[src/rtl/register_slice_skid.sv]
// Two-entry valid/ready register slice with a skid register.
// All outputs come straight from flops, cutting both forward and backward timing paths.
module register_slice_skid #(
  parameter int unsigned WIDTH = 8
) (
  input  logic             clk,
  input  logic             reset,
  input  logic             s_valid,
  output logic             s_ready,
  input  logic [WIDTH-1:0] s_data,
  output logic             m_valid,
  input  logic             m_ready,
  output logic [WIDTH-1:0] m_data,
  output logic [1:0]       occupancy
);

  typedef enum logic [1:0] {
    StEmpty = 2'd0,
    StOne   = 2'd1,
    StFull  = 2'd2
  } state_e;

  state_e           state_q, state_d;
  logic [WIDTH-1:0] main_q, main_d;
  logic [WIDTH-1:0] skid_q, skid_d;
  logic             s_ready_q, s_ready_d;
  logic             m_valid_q, m_valid_d;
  logic             s_xfer;

  // s_data only matters when a real upstream transfer happens
  assign s_xfer = s_valid & s_ready_q;

  always_comb begin
    state_d = state_q;
    main_d  = main_q;
    skid_d  = skid_q;
    case (state_q)
      StEmpty: begin
        if (s_xfer) begin
          state_d = StOne;
          main_d  = s_data;
        end
      end
      StOne: begin
        if (s_xfer && !m_ready) begin
          state_d = StFull;
          skid_d  = s_data;
        end else if (!s_xfer && m_ready) begin
          state_d = StEmpty;
        end else if (s_xfer && m_ready) begin
          main_d = s_data;
        end
      end
      StFull: begin
        if (m_ready) begin
          state_d = StOne;
          main_d  = skid_q;
        end
      end
      default: state_d = StEmpty;
    endcase
    s_ready_d = (state_d != StFull);
    m_valid_d = (state_d != StEmpty);
  end

  always_ff @(posedge clk) begin
    if (reset) begin
      state_q   <= StEmpty;
      main_q    <= '0;
      skid_q    <= '0;
      s_ready_q <= 1'b0;
      m_valid_q <= 1'b0;
    end else begin
      state_q   <= state_d;
      main_q    <= main_d;
      skid_q    <= skid_d;
      s_ready_q <= s_ready_d;
      m_valid_q <= m_valid_d;
    end
  end

  assign s_ready   = s_ready_q;
  assign m_valid   = m_valid_q;
  assign m_data    = main_q;
  assign occupancy = state_q;

endmodule

[config.mk]
export PLATFORM = sky130hd
export DESIGN_NAME = register_slice_skid
export DESIGN_NICKNAME = d
export VERILOG_FILES = /design/src/rtl/register_slice_skid.sv
export SDC_FILE = /design/constraint.sdc
export NUM_CORES = 1
export LEC_CHECK = 0
export ABC_AREA = 0
export CAP_MARGIN = 20
export CORE_UTILIZATION = 50
export CTS_CLUSTER_DIAMETER = 50
export CTS_CLUSTER_SIZE = 30
export DETAILED_ROUTE_END_ITERATION = 16
export PLACE_DENSITY = 0.82
export SYNTH_ARGS = -nofsm -noshare
export SYNTH_HDL_FRONTEND = slang
export SYNTH_SLANG_ARGS = --single-unit
[constraint.sdc]
create_clock -name clk -period 3.23 [get_ports clk]
set_clock_uncertainty 0.15 [all_clocks]
set_input_delay 0.969 -clock clk [delete_from_list [all_inputs] [get_ports clk]]
set_output_delay 0.969 -clock clk [all_outputs]
set_load 0.005 [all_outputs]
## After elaboration in Yosys (flattened, before gate mapping)

Cells that the tools add are included.

| operators by class | value |
|---|---|
| multipliers | 0 |
| $add $sub $neg | 0 |
| div/mod/pow operators | 0 |
| muxes and demuxes | 11 |
| equal/unequal tests | 8 |
| bitwise logic cells | 1 |
| magnitude comparators | 0 |
| shifts and indexed selects | 0 |
| reductions and logical operators | 10 |

Operators with widths:

| cell | count |
|---|---|
| two-way mux 8 bit | 5 |
| one-hot mux 8 bit (3 select lines) | 1 |
| inequality test 2 bit, second input constant | 6 |
| two-way mux 2 bit | 4 |
| one-hot mux 2 bit (3 select lines) | 1 |
| AND reduction 6 bit | 1 |
| logical AND 1 bit | 3 |
| nonzero test 3 bit | 1 |
| == test 2 x 1 -> 1 bit, second input constant | 1 |
| == test 2 bit, second input constant | 1 |
| logical NOT 1 bit | 2 |
| logical NOT 2 bit | 1 |
| AND reduction 2 bit | 1 |
| nonzero test 2 bit | 1 |
| AND 1 bit | 1 |

| word-level totals | value |
|---|---|
| memory bits (writable) | 0 |
| memories | 0 |
| word-level logic and storage cells | 35 |
| bits of input ports | 12 |
| bits in latches | 0 |
| ROM bits | 0 |
| bits in registers | 20 |

## Logic depth before layout (Yosys ltp)

Gate-level depths: netlist of the first run.

| logic depth | value |
|---|---|
| word-level depth | 7 |
| depth in mapped cells | 4 |
| gate-level depth less buffers | 3 |

## Worst setup path after synthesis of the first run

Ideal clock, no wire load.

| timing path | value |
|---|---|
| path kind | input -> register |
| start | in s_valid |
| end | reg main_q[0], in the netlist m_data[0] |
| data arrival time | 1722 ps |
| data required time | 2994 ps |
| stages on the path | 4 |
| setup time | 86 ps |
| slack | 1272 ps |
| cells stage by stage | and2_1 > clkbuf_1 > a31o_4 > a211oi_1 |

| on the way | value |
|---|---|
| word-level cells in the longest chain between the ends | 5 |
| elaborated cells between the ends (all ways) | 10 |
| those cells by class | 4 x eq/ne; 1 x bitwise; 5 x reduce/logical |

RTL lines:

| element | RTL line | RTL |
|---|---|---|
| start: declaration | 8 | `input logic s_valid,` |
| AND 1 bit (*) | 31 | `assign s_xfer = s_valid & s_ready_q;` |
| logical NOT 1 bit | 48 | `end else if (!s_xfer && m_ready) begin` |
| logical AND 1 bit | 48 |  |
| inequality test 2 bit (no line) | -- |  |
| AND reduction 6 bit (no line) (*) | -- |  |
| end signal: assignment | 75 | `main_q <= main_d;` |
| end: declaration | 24 | `logic [WIDTH-1:0] main_q, main_d;` |

Every way passes the cells marked *; elsewhere a longest branch is shown, timed or not.
A chain may end at the register's enable or synchronous reset.

## Worst setup path in the final report of the first run

| timing path | value |
|---|---|
| start | reg state_q[1], in the netlist occupancy[1] |
| end | out occupancy[1] |

RTL lines:

| element | RTL line | RTL |
|---|---|---|
| start: declaration | 23 | `state_e state_q, state_d;` |
| start signal: assignment | 68 | `state_q <= StEmpty;` |
| start signal: assignment | 74 | `state_q <= state_d;` |
| end: declaration | 14 | `output logic [1:0] occupancy` |

No word-level cell between the ends.

==> run summary, run 1 <==
The flow ran to the end, and the final reports show no timing, DRC or antenna violations. The completed layout was analyzed and its total power is ~0.5 mW. The floorplan step set the die height to 44.6 um. The sum of net half-perimeters after detailed placement came out at 1380 um. The total iterations of the first detailed-routing run came out at 4.

The total number of placement rows came out at 15. The hold violation total from the final report is 0. The initial antenna violation count is 0. The maximum buffer depth of the clock tree came out at 2.

After clock tree synthesis, the repair step resized 0 gates. The delay contributed by the slowest stage of the critical path is a little under 0.6 ns. The cell family with the largest share of critical-path delay is flip-flops. The total clock buffers created by CTS came out at 3.

The peak ir drop on the vdd network is 259 uV. The DRC violations left came out at 0. The cell leakage power is around 0.45 nW. The via count is roughly 830.

The number of standard cells in the final layout excluding fillers came out at 140. TritonCTS built the clock tree. With fillers left out, the area of the finished cells amounts to 1170 um^2. Clock latency on the worst-skew pair, taken at its later pin, is ~0.30 ns.

The fraction of layout instances using a drive strength above 1 is under 10%. The endpoint required time on the critical path is 2.11 ns. The total core area came out at ~1700 um^2. Summing all placed instances gives a cell area of approximately 1100 um^2. The cell count after placement is around 140.

The most used flip-flop cell after synthesis is sky130_fd_sc_hd__dfxtp_1. After global routing the overflow that remains totals 0. The congestion estimate from routability-driven global placement came to 0.785. The signal on the critical path passes through clkdlybuf4s50_1. The count of yosys warnings during synthesis came out at 0.

The number of buffers inserted by hold repair at cts is 0. Yosys mapped a number of flops with a built-in enable equal to 0. The boundary pin count came out at 24. The synthesized design contains 20 register bits.

The count of buffers added by post-CTS timing repair for setup came out at 0. Once layout is complete, the utilization of the core stands at 68.4%. The antenna cell count is 0. The via count of the first global-routing pass is between 600 and 700. The internal power is 0.371 mW. Synthesis produced between 90 and 100 cells. The net switching power of the design is between 0.1 and 0.15 mW. The slowest stage of the critical path is the sky130_fd_sc_hd__dfxtp_1 cell. The cell area after synthesis came out at roughly 910 um^2. Setup repair after global routing left no endpoint under its margin. In this run the horizontal extent of the chip is approximately 45 um. Timing analysis after detailed placement gives a worst setup slack of 0.614 ns. After routing, the total negative slack on setup checks comes to 0 ns. The time the worst path needs with I/O delays and setup came out at 2.58 ns. The switching share of power came out at between 20% and 30%. The final hold slack came out at between 0.3 and 0.4 ns. The pin slew with the least headroom to its limit came out at 0.573 ns. The number of maximum-capacitance violations came out at 0. In this run the worst hold path is classified as flip-flop to flip-flop. The setup slack of the critical path after layout is between 0.6 and 0.7 ns. The relative slew slack came out at 61.8%. In the final routed layout, each cell accounts on average for around 14 um. The power per cell area is around 420 nW/um^2.

Global routing consumed, over all layers together, about 22% of the routing resources. The kind of start point of the critical path is a flip-flop. The count of final setup violators came out at 0. The count of unique library cells instantiated by Yosys is 22.

The count of final max-slew check failures is 0. The cell sitting at the root of the clock tree is a sky130_fd_sc_hd__clkbuf_4. The DRC violation total after the first TritonRoute iteration is 27. The clock sink count is 20.

The number of buffers and inverters on the critical path came out at 1. The number of levels the H-tree was split into came out at 1. Dividing the final minimum period by the clock period gives about four fifths.

The post-synthesis net count is approximately 110. The largest net degree at the start of global routing came out at 19. The count of buffers inserted at the top-level ports is 23. The start-to-end type of the worst setup path is flip-flop to output pin. The overall die area came out at just under 2000 um^2.

The worst setup path is captured at an output pin. In this run, the combinational gates consume about 15% of the power. The average instance in the mapped netlist occupies around 9.4 um^2. The share of power burned in registers came out at between 50% and 60%. The number of nets in the finished design is 128. After synthesis, the share of flip-flops with an asynchronous set or reset is 0%. Summing the sequential cell areas from Yosys gives between 40% and 50% of the chip area.

The first-pass GRT wire length is approximately 3200 um. The initial utilization of the core area, before any placement, comes to 53.1%. The post-CTS clock slew at the launch and capture registers of the worst setup and hold paths came out at between 0.1 and 0.15 ns. The arrival time of the worst setup path is between 1 and 1.5 ns. The share of power burned in the clock network came out at a little under a third. The growth of design area from synthesis to finish came out at 28.8%. Dividing the detail-routed via count by the number of cells gives around 6. The remaining number of nets flagged by the antenna check after routing came out at 0. The fmax is between 0.3 and 0.4 GHz. The maximum fanout count along the critical path came out at 14.

The total wirelength of the detailed-routed design is roughly 1900 um.
==> path summary, 6_finish.rpt <==
kind	depth (start not counted)	endpoint	slack [ns]	start
setup / recovery	1	occupancy[1]	0.65	occupancy[1]
hold / removal	2	skid_q[3]	0.33	skid_q[3]
setup reg to reg	3	m_data[0]	1.25	occupancy[1]
hold reg to reg	2	skid_q[3]	0.33	skid_q[3]
==> layout by cell type (no fill, tap or decap), types with 2 or more instances in the layout <==
| master | netlist | layout |
|---|---|---|
| sky130_fd_sc_hd__nand2b_1 | 2 | 2 |
| sky130_fd_sc_hd__mux2i_1 | 8 | 8 |
| sky130_fd_sc_hd__clkdlybuf4s50_1 | 0 | 23 |
| sky130_fd_sc_hd__nand4b_1 | 2 | 2 |
| sky130_fd_sc_hd__dfxtp_1 | 20 | 20 |
| sky130_fd_sc_hd__a21oi_1 | 9 | 9 |
| sky130_fd_sc_hd__inv_1 | 2 | 2 |
| sky130_fd_sc_hd__a311oi_1 | 8 | 8 |
| sky130_fd_sc_hd__a211oi_1 | 9 | 9 |
| sky130_fd_sc_hd__o21ai_0 | 9 | 9 |
| sky130_fd_sc_hd__clkbuf_4 | 0 | 3 |
| sky130_fd_sc_hd__nand3_1 | 9 | 9 |
==> flip-flops by register name, summed over array words and instances (netlist names) <==
register   cells
m_data         8
occupancy      2
m_valid        1
s_ready        1
skid_q         8
==> cells in the mapped netlist (all sizes together), types with 2 or more instances <==
master   n  share of area, %
dfxtp   20                44
a211oi   9               7.4
a21oi    9               5.0
nand3    9               5.0
o21ai    9               5.0
a311oi   8               7.7
mux2i    8               8.8
clkbuf   6               2.5
buf      3               2.3
inv      2              0.83
nand2b   2               1.4
nand4b   2               1.9
==> final cells by class <==
| type | instances | area [um^2] |
|---|---|---|
| clock buffer | 4 | 36.3 |
| fill | 124 | 539 |
| inverter | 3 | 11.3 |
| multi-input combinational | 64 | 452 |
| sequential | 20 | 400 |
| tap | 25 | 31.3 |
| timing repair buffer | 24 | 238 |
==> kinds of logic after synthesis <==
| group | synth area share (%) |
|---|---|
| buffers and inverters | 6.07 |
| muxes | 8.83 |
| DFF | 44.1 |
| and+or+nand+nor | 12.8 |
| AOI/OAI and AO/OA | 28.1 |
==> power groups by stage <==
stage / clock [mW] / sequential (mW) / combinational [mW]
6_report: 0.147 / 0.266 / 0.0735
5_1_grt: 0.156 / 0.267 / 0.0805
2_1_floorplan: 0 / 0.271 / 0.0319
3_5_place_dp: 0 / 0.271 / 0.0731
4_1_cts: 0.150 / 0.266 / 0.0733
3_3_place_gp: 0 / 0.271 / 0.0721
==> routing by layer <==
| layer | vias to the layer above | routed length, um | GRT usage [%] |
|---|---|---|---|
| li1 | 410 | - | - |
| met1 | 379 | 889 | 32.7 |
| met2 | 36 | 884 | 30.6 |
| met3 | 2 | 138 | 5.31 |
| met4 | 0 | 16 | 9.09 |
| met5 | - | 0 | 0 |
Note: power is estimated with default switching activity, not from simulation.
==> inputs of run 2 (changes only) <==
CORE_UTILIZATION = 46   (was 50)
PLACE_DENSITY = 0.76   (was 0.82)
clock period = 2.7 ns   (was 3.23 ns; I/O delays follow)
==> run summary, run 2 (synthesized netlist as in run 1, its figures left out) <==
Setup slack closes at around 0.42 ns. Walking the worst path, the cells encountered are clkdlybuf4s50_1. No sink is reached through more buffers than the 2 on the longest clock path.

The via count came out at roughly 830. The DRC violation total after the first TritonRoute iteration came out at 27. The design draws between 0.6 and 0.7 mW.

The number of cells on the worst hold path is 2. Setup repair after global routing left no endpoint under its margin. The count of buffers added by post-CTS timing repair for setup came out at 0. The pin slew with the least headroom to its limit came out at about 0.57 ns. In this run the number of cells on the critical path is 1. The peak ir drop on the vdd network is 373 uV. The run finished with clean final reports.

For this design the top-level I/O count stands at 24. The number of maximum-capacitance violations came out at 0. The clock sink count is 20. The antenna cell count came out at 0. Of the total power, the clock network draws a little under two fifths.

The cell count after placement is about 140. The placer congestion estimate is 0.793. The number of resized instances in the post-cts repair step came out at 0. The accumulated negative setup slack came out at 0 ns.

The clock latency of the later-clocked register in the worst-skew pair is 0.31 ns. The worst register-to-register path has a depth of 4. The relative slew slack is 62.2%. The total core area is roughly 1800 um^2. The count of buffers inserted at the top-level ports came out at 23. The post-placement setup slack is 0.251 ns. The total number of placement rows is 15. The time the worst path needs with I/O delays and setup came out at approximately 2.3 ns. The initial cell density of the core came out at 50.9%. CTS placed an instance of sky130_fd_sc_hd__clkbuf_4 at the clock tree root. The detail route stage leaves a number of antenna-violating nets equal to 0. The count of final max-slew check failures is 0. Setup violations remaining at the end of the flow were counted as 0.

The share of power burned in registers is between 40% and 50%. The initial antenna violation count came out at 0. The floorplan step set the die width to between 40 and 50 um.

After detailed routing, the average wire length per cell comes to approximately 14 um. The net switching power of the design is between 0.1 and 0.15 mW. The die span in y is around 46 um. The internal power is ~0.51 mW. Buffers inserted during clock tree synthesis total 3. The slowest library cell on the worst path is sky130_fd_sc_hd__clkdlybuf4s50_1. The number of standard cells in the final layout excluding fillers is 141. The fraction of the cycle the final worst path needs is between 80 and 90%. Once detailed placement completed, the half-perimeter wirelength came to roughly 1400 um. Together, buffers and inverters on the worst path number 1. The total grt overflow is 0.

The setup path with the least slack is of type flip-flop to output pin. At the worst endpoint, the required time is 1.74 ns. The combinational share of power came out at roughly 14%. The library cell used most frequently in the layout, excluding fill and tap cells, is sky130_fd_sc_hd__clkdlybuf4s50_1. The min-delay analysis places its worst path in the category flip-flop to flip-flop. TritonCTS built the clock tree. In the layout the commonest cells are sky130_fd_sc_hd__clkdlybuf4s50_1, sky130_fd_sc_hd__dfxtp_1. For this block, the routed nets add up to 2000 um of wire.

The total iterations of the first detailed-routing run is 4. The cell leakage power is ~0.47 nW. The die covers 2150 um^2. The power per cell area is between 500 and 600 nW/um^2. The growth of design area from synthesis to finish is 31.4%.

The largest net degree at the start of global routing is 19. The delay contributed by the slowest stage of the critical path came out at 0.55 ns. The via density per instance came out at 5.90. The via count of the first global-routing pass came out at roughly 700. Static timing analysis puts the maximum clock frequency at 0.439 GHz. The kind of start point of the critical path is a flip-flop.

The number of nets in the finished design is 129. Global routing consumed, over all layers together, 21.4% of the routing resources. The cell family contributing the most delay on the critical path is buffers and inverters. The first-pass GRT wire length came out at roughly 3200 um. The arrival time of the worst setup path came out at 1.32 ns.

In this run, post-CTS hold repair placed 0 buffers. The hold violation total from the final report is 0. After clock tree synthesis, the clock-pin slew on the worst setup and hold paths is roughly 0.12 ns. The maximum fanout count along the critical path came out at 8. The DRC violations left is 0.

The number of levels the H-tree was split into is 1. Of the total power, the share spent switching nets is between 20% and 30%. The post-route netlist has under 10% of its cells at a drive strength greater than 1. STA classifies the critical path endpoint as an output pin.
run 2: cell types whose count changed in the layout (fill, tap and decap cells not counted):
cell	change
sky130_fd_sc_hd__bufinv_16	+1
sky130_fd_sc_hd__buf_4	+1
sky130_fd_sc_hd__clkbuf_8	-1
run 2: final cells by class:
class | count | area [um^2]
Fill cell | 147 | 591
Multi-Input combinational cell | 64 | 452
Sequential cell | 20 | 400
Timing Repair Buffer | 25 | 245
Tap cell | 25 | 31.3
Clock inverter | 1 | 30.0
Clock buffer | 3 | 22.5
Inverter | 3 | 11.3
run 2: path summary, 6_finish.rpt:
| path | start | to | slack, ns |
|---|---|---|---|
| worst max-delay path | occupancy[0] | occupancy[0] | 0.42 |
| worst min-delay path | skid_q[2] | skid_q[2] | 0.33 |
| worst max register to register | occupancy[1] | m_data[0] | 0.89 |
| worst min register to register | skid_q[2] | skid_q[2] | 0.33 |
run 2: power by group through the flow:
| stage | Combinational [mW] | Clock, mW | Sequential (mW) |
|---|---|---|---|
| global route | 0.0973 | 0.268 | 0.318 |
| global placement | 0.0871 | 0 | 0.324 |
| floorplan | 0.0381 | 0 | 0.324 |
| CTS | 0.0893 | 0.249 | 0.317 |
| detailed placement | 0.0892 | 0 | 0.323 |
| finish | 0.0889 | 0.245 | 0.317 |
run 2: routing by layer:
metal	routed length, um	vias to the layer above	global-route usage (%)
met1	968	396	31.2
met2	913	22	29.4
met4	31	0	10.6
met5	0	-	0
met3	86	4	3.92
li1	-	410	-
run 2: stage by stage:
stage	area, um^2	utilization [%]	hold WS (ns)
3_3_place_gp	1140	63.9	0.309
5_1_grt	1190	66.9	0.364
3_5_place_dp	1140	63.9	0.316
2_1_floorplan	907	-	0.303
6_report	1190	66.9	0.335
4_1_cts	1190	66.9	0.333
run 2: worst reg2reg max path, stage by stage, from the launching register on:
cell and delay, ns:
sky130_fd_sc_hd__dfxtp_1 0.35, sky130_fd_sc_hd__buf_4 0.18, sky130_fd_sc_hd__clkinv_1 0.43, sky130_fd_sc_hd__a31o_4 0.43, sky130_fd_sc_hd__a211oi_1 0.21
==> inputs of run 3 (changes only) <==
CORE_UTILIZATION = 42   (was 46)
PLACE_DENSITY = 0.73   (was 0.76)
clock period = 1.95 ns   (was 2.7 ns; I/O delays follow)
==> run summary, run 3 (synthesized netlist as in run 1, its figures left out) <==
The flow ran to the end, and the final reports show no timing, DRC or antenna violations. The kind of capture point of the worst setup path is an output pin. The cell leakage power is around 0.52 nW. The met2 capacity usage during global routing is between 30 and 40%. The number of nets in the finished design came out at 140. 0 antenna diodes ended up in the layout. TritonCTS built the clock tree.

In the final routed layout, each cell accounts on average for around 15 um. The number of maximum-capacitance violations came out at 0. The share of the core filled with cells in the final layout came out at between 60% and 70%. The total grt overflow came out at 0. The post-placement setup slack is -0.200 ns. The endpoint required time on the critical path came out at about 1.2 ns.

The DRC violations left came out at 0. The net switching power of the design is about 0.19 mW. The overall die area is about 2300 um^2. The share of power burned in the clock network is 29.1%.

The placer congestion estimate is around 0.84. The fraction of the cycle the final worst path needs came out at a little over nine tenths. Clock-pin slew was measured on the worst setup and hold paths at roughly 0.11 ns. After the flow finishes, the layout carries non-filler instances totaling about 150. STA classifies the critical path startpoint as a flip-flop. The fmax is between 0.5 and 0.6 GHz. The initial antenna violation count came out at 0.

The delay contributed by the slowest stage of the critical path is between 0.5 and 0.6 ns. The combinational share of power came out at 16.9%. The met3 track demand over resource in global routing came out at 4.40%. The arrival time of the worst setup path came out at around 1.2 ns.

Counting both buffers and inverters, the worst setup path holds a total of 1. The via count is 885. The layer flagged by global routing as most heavily used is met2. The hold violation total from the final report is 0. The total wirelength of the detailed-routed design is around 2300 um. The clock latency of the later-clocked register in the worst-skew pair came out at around 0.29 ns. The number of cells on the worst hold path came out at 2.

The internal power is approximately 0.62 mW. The first-pass GRT wire length came out at about 3800 um. The root cell of the clock tree is sky130_fd_sc_hd__clkbuf_4. Setup slack on the critical path of the routed design comes to 0.0498 ns. The count of nets left with antenna violations once routing finished came out at 0. The via count of the first global-routing pass is 807.

The clock sink count is 20. The accumulated negative setup slack came out at 0 ns. In this run the register-to-register setup slack is approximately 0.37 ns.

The switching share of power is between 20% and 30%. The post-route total power is roughly 0.8 mW. Global routing consumed, on the met1 layer, between 20% and 30% of the routing resources.

In this run, CTS created clock tree buffers numbering 3. The most common cell after layout, fill and taps aside is sky130_fd_sc_hd__clkdlybuf4s50_1. The signal on the critical path passes through clkdlybuf4s50_1. The count of buffers inserted at the top-level ports is 23. The number of buffers inserted by hold repair at cts is 0. The slowest stage of the critical path belongs to the cell sky130_fd_sc_hd__clkdlybuf4s50_1. The cell count after placement is 150. The die is around 48 um tall.

The total iterations of the first detailed-routing run is 4. The peak ir drop on the vdd network came out at around 370 uV. Among cell families on the critical path, the largest total delay comes from buffers and inverters. Setup repair after global routing left no endpoint under its margin. After detailed routing, the number of vias per cell comes to 5.75.

The count of final max-slew check failures came out at 0. The smallest clock period supported by the final layout is computed as ~1.9 ns. By startpoint and endpoint, the worst setup path is classified as flip-flop to output pin. The startpoint identified for the worst hold timing path is skid_q[4]. Cells with a size suffix above 1 make up approximately a fifth of the layout. The worst hold path terminates at skid_q[4]. The endpoint identified for the worst register-to-register timing path is m_data[6].

The worst hold-check path type is flip-flop to flip-flop. The sum of net half-perimeters after detailed placement is between 1500 and 2000 um. The largest net degree at the start of global routing came out at 17. The power per cell area is between 600 and 700 nW/um^2.

The maximum fanout count along the critical path came out at 2. Leaving out fill and tap cells, the most frequent cells in the layout are sky130_fd_sc_hd__clkdlybuf4s50_1, sky130_fd_sc_hd__dfxtp_1, sky130_fd_sc_hd__buf_4. The overall track demand over capacity in global routing is between 20% and 30%. The pin slew with the least headroom to its limit is between 0.3 and 0.4 ns. The DRC violation total after the first TritonRoute iteration came out at 31.

In this run the tightest slew margin relative to its limit is about three quarters. The total core area came out at around 2000 um^2. The x dimension of the die is roughly 48 um. During I/O placement, the number of pins put on the boundary was 24. The number of levels the H-tree was split into came out at 1. The maximum buffer depth of the clock tree is 2. The initial cell density of the core is a little under half.

The count of final setup violators is 0. The growth of design area from synthesis to finish came out at 40.6%. The worst register-to-register path begins at occupancy[1]. The total number of placement rows is 16. The number of cell instances on the worst register-to-register path is 4. Buffers added to address setup during post-CTS repair amount to 0. The share of power burned in registers is a little over half.
run 3: changes by cell type in the layout (fill, tap and decap cells not counted), sizes merged:
cell | before | now
bufinv | 1 | 0
clkdlybuf4s50 | 23 | 22
buf | 2 | 13
clkbuf | 3 | 4
dlymetal6s2s | 0 | 1
run 3: layer usage:
metal / up-vias / wire, um
li1: 431 / -
met1: 415 / 1050
met2: 35 / 1090
met3: 4 / 133
met4: 0 / 40
met5: - / 0
run 3: timing repair:
action / 4_1_cts / 5_1_grt
endpoints found under the hold margin: 0 / 0
gates resized for setup: 1 / 8
endpoints found under the setup margin: 1 / 7
run 3: cell type report:
| cell class | instances | area, um^2 |
|---|---|---|
| well taps | 27 | 33.8 |
| fillers | 167 | 727 |
| flip-flops and latches | 20 | 412 |
| inverters | 3 | 11.3 |
| clock buffers | 4 | 36.3 |
| multi-input cells | 64 | 452 |
| repair buffers | 36 | 330 |
run 3: power groups by stage:
stage          Combinational, mW  Clock (mW)  Sequential [mW]
2_1_floorplan             0.0528           0            0.448
3_3_place_gp               0.133           0            0.446
3_5_place_dp               0.137           0            0.447
4_1_cts                    0.137       0.240            0.438
5_1_grt                    0.148       0.271            0.443
6_report                   0.138       0.237            0.439
run 3: stage by stage:
stage | instance area, um^2 | hold WS, ns
6_report | 1270 | 0.330
5_1_grt | 1270 | 0.368
4_1_cts | 1260 | 0.333
3_5_place_dp | 1220 | 0.317
3_3_place_gp | 1220 | 0.311
2_1_floorplan | 907 | 0.303
run 3: worst max-delay path by stage:
stage            startpoint      endpoint  slack (ns)  cells past startpoint
2_1_floorplan       s_valid     m_data[0]        0.38                      4
6_report       occupancy[0]  occupancy[0]        0.05                      1
3_3_place_gp        s_valid     m_data[5]       -0.12                      4
5_1_grt           m_data[1]     m_data[1]       0.003                      1
3_5_place_dp        s_valid     m_data[6]       -0.20                      4
4_1_cts        occupancy[0]  occupancy[0]        0.02                      1
